==> config.mk <==
export PLATFORM = sky130hd
export DESIGN_NAME = data_mem_responder
export DESIGN_NICKNAME = d
export VERILOG_FILES = /design/src/rtl/data_mem_responder.sv
export SDC_FILE = /design/constraint.sdc
export NUM_CORES = 2
export LEC_CHECK = 0
export BUFFER_PORTS_ARGS = -buffer_cell sky130_fd_sc_hd__buf_4
export CAP_MARGIN = 40
export CORE_MARGIN = 4
export CORE_UTILIZATION = 47
export DETAILED_ROUTE_END_ITERATION = 7
export GPL_ROUTABILITY_DRIVEN = 0
export PLACE_DENSITY = 0.7
export SLEW_MARGIN = 20
export SYNTH_ARGS = -nofsm -noshare
export SYNTH_HDL_FRONTEND = slang
export SYNTH_SLANG_ARGS = --single-unit
==> constraint.sdc <==
create_clock -name clk -period 10.5 [get_ports clk]
set_clock_uncertainty 0.1 [all_clocks]
set_input_delay 0 -clock clk [delete_from_list [all_inputs] [get_ports clk]]
set_output_delay 0 -clock clk [all_outputs]
set_load 0.02 [all_outputs]
==> src/rtl/data_mem_responder.sv <==
// data_mem_responder: load/store port responder with wait states, data RAM
// and unmapped-address flagging. All outputs are registered.
module data_mem_responder #(
    parameter int DATA_WIDTH  = 8,
    parameter int ADDR_WIDTH  = 8,
    parameter int DEPTH       = 256,
    parameter int WAIT_STATES = 2
) (
    input  logic                  clk,
    input  logic                  reset,
    input  logic                  req,
    input  logic                  we,
    input  logic [ADDR_WIDTH-1:0] addr,
    input  logic [DATA_WIDTH-1:0] wdata,
    output logic                  ready,
    output logic                  ack,
    output logic                  err,
    output logic [DATA_WIDTH-1:0] rdata
);

    typedef enum logic [1:0] {S_IDLE, S_WAIT, S_RESP} state_t;

    // Counter preload; unused when there are no wait states.
    localparam logic [3:0] CNT_INIT = (WAIT_STATES == 0) ? 4'd0 : 4'(WAIT_STATES - 1);
    // One extra bit so DEPTH == 2^ADDR_WIDTH compares correctly.
    localparam logic [ADDR_WIDTH:0] DEPTH_L = (ADDR_WIDTH + 1)'(DEPTH);

    state_t                  state, state_n;
    logic [3:0]              cnt, cnt_n;
    logic                    lat_we;
    logic [ADDR_WIDTH-1:0]   lat_addr;
    logic [DATA_WIDTH-1:0]   lat_wdata;
    logic                    acc_we;
    logic [ADDR_WIDTH-1:0]   acc_addr;
    logic [DATA_WIDTH-1:0]   acc_wdata;
    logic                    commit;
    logic                    oor;
    logic [DATA_WIDTH-1:0]   mem [DEPTH];

    // State and wait counter registers.
    always_ff @(posedge clk or negedge reset) begin
        if (!reset) begin
            state <= S_IDLE;
            cnt   <= 4'd0;
        end else begin
            state <= state_n;
            cnt   <= cnt_n;
        end
    end

    // Next-state logic: accept in IDLE, count down in WAIT, one cycle of RESP.
    always_comb begin
        state_n = state;
        cnt_n   = cnt;
        case (state)
            S_IDLE: begin
                if (req) begin
                    if (WAIT_STATES == 0) begin
                        state_n = S_RESP;
                    end else begin
                        state_n = S_WAIT;
                        cnt_n   = CNT_INIT;
                    end
                end
            end
            S_WAIT: begin
                if (cnt == 4'd0) state_n = S_RESP;
                else             cnt_n   = cnt - 4'd1;
            end
            S_RESP:  state_n = S_IDLE;
            default: state_n = S_IDLE;
        endcase
    end

    // Capture the request at acceptance; later changes on the bus are ignored.
    always_ff @(posedge clk or negedge reset) begin
        if (!reset) begin
            lat_we    <= 1'b0;
            lat_addr  <= '0;
            lat_wdata <= '0;
        end else if (state == S_IDLE && req) begin
            lat_we    <= we;
            lat_addr  <= addr;
            lat_wdata <= wdata;
        end
    end

    // With zero wait states the commit edge is the accept edge, so take the
    // live bus in IDLE and the latched copy otherwise.
    always_comb begin
        acc_we    = (state == S_IDLE) ? we    : lat_we;
        acc_addr  = (state == S_IDLE) ? addr  : lat_addr;
        acc_wdata = (state == S_IDLE) ? wdata : lat_wdata;
        // Gate with reset so nothing commits into RAM while reset is held.
        commit    = reset && (state_n == S_RESP);
        oor       = {1'b0, acc_addr} >= DEPTH_L;
    end

    // Registered handshake outputs and read data.
    always_ff @(posedge clk or negedge reset) begin
        if (!reset) begin
            ready <= 1'b1;
            ack   <= 1'b0;
            err   <= 1'b0;
            rdata <= '0;
        end else begin
            ready <= (state_n == S_IDLE);
            ack   <= commit;
            err   <= commit && oor;
            if (commit && !acc_we)
                rdata <= oor ? '0 : mem[acc_addr];
        end
    end

    // RAM write port; contents survive reset.
    always_ff @(posedge clk) begin
        if (commit && acc_we && !oor)
            mem[acc_addr] <= acc_wdata;
    end

endmodule

==> results summary <==
The flow ran to the end, and the final reports show no timing, DRC or antenna violations. The number of placed I/O pins came out at 31. The fraction of synthesis flops using an asynchronous set or reset pin came out at 1.586%. The highest fanout seen on the critical path is 33. The worst setup path is launched from a register.

For this design the static power due to leakage is 27.23 nW. The synthesis-to-finish area growth came out at 13.00%. The initial standard-cell utilization of the core is 47.28%. The slowest stage of the critical path belongs to the cell sky130_fd_sc_hd__mux2i_4. The number of warning messages in the yosys log is 0. In this run the critical register-to-register path is captured at rdata[2]$_DFFE_PN0P_. The share of the synthesized area in compound gates (AO/OA/AOI/OAI) came out at 12.55%.

The power per unit of standard cell area is 311.1 mW/mm^2. The number of antenna violations at the first check in global routing is 7. The number of CTS-inserted buffers is 197. The commonest cells after synthesis are sky130_fd_sc_hd__edfxtp_1, sky130_fd_sc_hd__a22oi_1, sky130_fd_sc_hd__a221oi_1, sky130_fd_sc_hd__a221o_1, sky130_fd_sc_hd__nor2_1.

The total overflow left after global routing is 0. The mean instance size in the synthesized netlist is 17.87 sq um. The flip-flop and latch count after synthesis is 2081. The number of synthesized flops with an enable pin is 2048. The fraction of final layout cells with drive strength greater than 1 came out at 12.60%.

The signal on the critical path passes through nor2_8, mux2i_4, nand2_4, buf_12, buf_4, a221o_1, a221oi_1, nor4_1, or4_1, a22oi_1, a41oi_1. The proportion of synthesized area in mux cells came out at 0.3549%. The tightest slew margin relative to the limit came out at 19.27%.

The number of nets with antenna violations after detailed routing is 0. The total number of vias came out at 45400. The number of vias per cell is 6.616. Setup repair after global routing left no endpoint under its margin.

The transition time at the pin with the least slew margin came out at 1.211 ns. The number of DRC violations after detailed routing is 0. The via count of the first global-routing pass came to 43480. After Yosys synthesis, and, or, nand and nor cells account for 4.573% of the synthesized area.

The global-route usage over all layers is 23.65%. The first TritonRoute pass finished after 6 iterations. The synthesized design devotes to its leading area cell type 78.93% of total area. Among all flip-flop cells after synthesis, the most frequent one is sky130_fd_sc_hd__edfxtp_1. After synthesis, the largest family of logic cells by area is compound AO/OA/AOI/OAI gates. Once layout is complete, the cells apart from fillers number 6862. The clock tree root driver cell is sky130_fd_sc_hd__clkbuf_16.

The filler cell count in the final layout came out at 12510. The post-synthesis cell count came out at 4361. Counting every net in the synthesized netlist gives 4383. The die outline height came out at 415.2 um. The clock input transition at the sequential cells of the worst setup and hold paths is 0.07 ns. Setup violations remaining at the end of the flow were counted as 0. The post-route setup TNS is 0 ns. The path class of the tightest hold or removal check is input pin to asynchronous set/reset pin. sky130_fd_sc_hd__edfxtp_1 is the most common cell in the netlist. The mapped netlist covers 0.07792 sq mm. The count of maximum capacitance violations came out at 0.

Of the total synthesized cell area, the portion taken by XOR and XNOR cells is 0.01124%. The worst hold slack is 0.1629 ns. The floorplan step defined a die boundary enclosing 0.1724 sq mm.

The wire length per cell after detailed routing came out at 30.57 um. Sorting the synthesized cells by area gives the leading types as sky130_fd_sc_hd__edfxtp_1, sky130_fd_sc_hd__a221o_1, sky130_fd_sc_hd__a22oi_1. The clock reaches the later pin of the worst-skew pair after 0.82 ns. After floorplanning, the core was divided into 149 placement rows.

The post-layout net count is 4522. The delay of the slowest critical-path stage came out at 0.75 ns. In this run, placement finished with an instance count of 6402. The largest net degree at the start of global routing is 221. The number of endpoints with negative hold slack in the final report is 0. The depth of the worst register-to-register path came out at 11. Measured along the x axis, the die boundary spans 415.2 um. TritonCTS built the clock tree.

The number of buffers added on ports came out at 29. The data required time at the worst endpoint is 11.06 ns. The number of violations reported at the end of detailed-routing iteration 0 came out at 6936.

The number of buffers on the longest clock path is 3. The highest clock rate came out at 0.1806 GHz. The detailed placement HPWL is 117.7 mm. The sequential cell area fraction in the yosys report is 79.99%. The number of H-tree levels is 4. After detailed routing, the total wire length is 209.8 mm. The unique cell type count in the Yosys netlist is 62.

The synthesized netlist devotes 0.03212% of its cell area to adder and majority cells. In this run the critical register-to-register path is launched from state[0]$_DFF_PN0_. The core area came out at 0.1648 sq mm. The first global-routing pass estimated 304.6 mm of wire. The number of slew-limit violations in the final report is 0. The critical setup path kind is register to register. For the finished layout, the period the worst path requires is 5.539 ns. STA puts the critical path data arrival time at 6.10 ns. The largest total area in the synthesized netlist belongs to sky130_fd_sc_hd__edfxtp_1.

The total setup buffers inserted after CTS came out at 0. The clock sink total came out at 2081. VDD sags by at most 0.0004120 V.

The worst reg-to-reg setup slack came out at 4.96 ns. The share of the clock period used by the worst path after layout is 52.75%. The worst setup path is captured at a register.
registers in the layout (all words and copies together) (netlist names):
signal,count
cnt,4
lat_we,1
rdata,8
ack,1
ready,1
state,2
lat_addr,8
lat_wdata,8
mem,2048
metal layers:
metal  vias to the layer above  part of all wire, %  track usage (%)
met3                       464                   12            5.263
met5                         -                0.013                0
li1                      18810                    -                -
met1                     23010                   38            33.21
met4                         4                  4.6            10.03
met2                      3110                   46            35.93
worst max-delay path by stage:
stage / startpoint / endpoint / slack (ns) / cells past startpoint
after floorplan: state[0]$_DFF_PN0_ / mem[0][0]$_DFFE_PP_ / 5.04 / 7
after global placement: state[0]$_DFF_PN0_ / rdata[0]$_DFFE_PN0P_ / 4.44 / 11
after detailed placement: state[0]$_DFF_PN0_ / rdata[5]$_DFFE_PN0P_ / 5.18 / 10
after CTS: state[0]$_DFF_PN0_ / rdata[5]$_DFFE_PN0P_ / 5.18 / 10
after global routing: state[1]$_DFF_PN0_ / rdata[2]$_DFFE_PN0P_ / 4.91 / 11
final: state[0]$_DFF_PN0_ / rdata[2]$_DFFE_PN0P_ / 4.96 / 11
where the power goes:
group	switching (W)	internal, W	leakage (nW)
Combinational	0.00699	0.00239	5.28
Sequential	0.0000994	0.0110	18.9
Clock	0.00301	0.00394	3.06
Total	0.0101	0.0173	27.2
critical path, delay by kind of cell, from the launching register on:
family,cells,cell delay [ns]
AND/OR/NAND/NOR,4,1.71
AO/OA/AOI/OAI,4,1.52
multiplexers,1,0.75
buffers and inverters,2,0.66
flip-flops,1,0.53
per-stage QoR:
step                cell area, sq um  total power (W)  utilization (%)  setup WS (ns)
global placement               80140          0.02000            48.63          4.437
CTS                            87570          0.02717            53.14          5.184
floorplan                      77920          0.01703                -          5.039
finish                         88050          0.02739            53.42          4.961
global route                   88030          0.02822            53.42          4.905
detailed placement             80880          0.02034            49.08          5.184
layout by cell type, fill, tap and decap left out, types with 9 or more instances in the layout:
| cell | synthesis | final |
|---|---|---|
| sky130_fd_sc_hd__edfxtp_1 | 2048 | 2048 |
| sky130_fd_sc_hd__buf_4 | 68 | 201 |
| sky130_fd_sc_hd__a311oi_1 | 18 | 18 |
| sky130_fd_sc_hd__bufinv_16 | 0 | 16 |
| sky130_fd_sc_hd__mux2_2 | 17 | 17 |
| sky130_fd_sc_hd__a22oi_1 | 387 | 387 |
| sky130_fd_sc_hd__a221oi_1 | 320 | 320 |
| sky130_fd_sc_hd__nor4_1 | 81 | 81 |
| sky130_fd_sc_hd__nand2_1 | 133 | 121 |
| sky130_fd_sc_hd__dlygate4sd3_1 | 0 | 38 |
| sky130_fd_sc_hd__nor3_1 | 24 | 20 |
| sky130_fd_sc_hd__clkbuf_16 | 0 | 203 |
| sky130_fd_sc_hd__dfrtp_1 | 32 | 32 |
| sky130_fd_sc_hd__o41ai_1 | 18 | 10 |
| sky130_fd_sc_hd__a221o_1 | 312 | 312 |
| sky130_fd_sc_hd__or4_1 | 22 | 22 |
| sky130_fd_sc_hd__buf_12 | 0 | 15 |
| sky130_fd_sc_hd__clkinv_1 | 0 | 49 |
| sky130_fd_sc_hd__buf_16 | 0 | 13 |
| sky130_fd_sc_hd__a21oi_1 | 17 | 17 |
| sky130_fd_sc_hd__nor2_1 | 252 | 245 |
| sky130_fd_sc_hd__nand3_1 | 200 | 200 |
| sky130_fd_sc_hd__nand2_4 | 0 | 12 |
| sky130_fd_sc_hd__a31oi_1 | 9 | 9 |
| sky130_fd_sc_hd__and3_1 | 14 | 14 |
| sky130_fd_sc_hd__o22ai_1 | 14 | 14 |
| sky130_fd_sc_hd__clkbuf_1 | 104 | 48 |
| sky130_fd_sc_hd__clkinv_2 | 0 | 31 |
layout make-up:
class                      instances  area, sq um  area share [%]
clock buffer                     252         5274           5.990
antenna                            5        12.51         0.01421
inverter                           4        15.01         0.01705
tap                             2189         2739           3.111
clock inverter                   115         1006           1.143
multi-input combinational       1927        13940           15.84
sequential                      2081        62330           70.79
timing repair buffer             289         2731           3.102
cell families after synthesis:
group / after synthesis
AND/OR/NAND/NOR: 756
AO/OA/AOI/OAI: 1145
other: 1
multiplexers: 22
buffers and inverters: 353
flip-flops: 2081
XOR/XNOR: 1
adder cells (fa/ha/maj): 2
timing repair:
action                    4_1_cts  5_1_grt
hold endpoints to repair      320        0
gates resized for setup         0        0
hold buffers                   39        0
(Power assumes the default switching activity.)
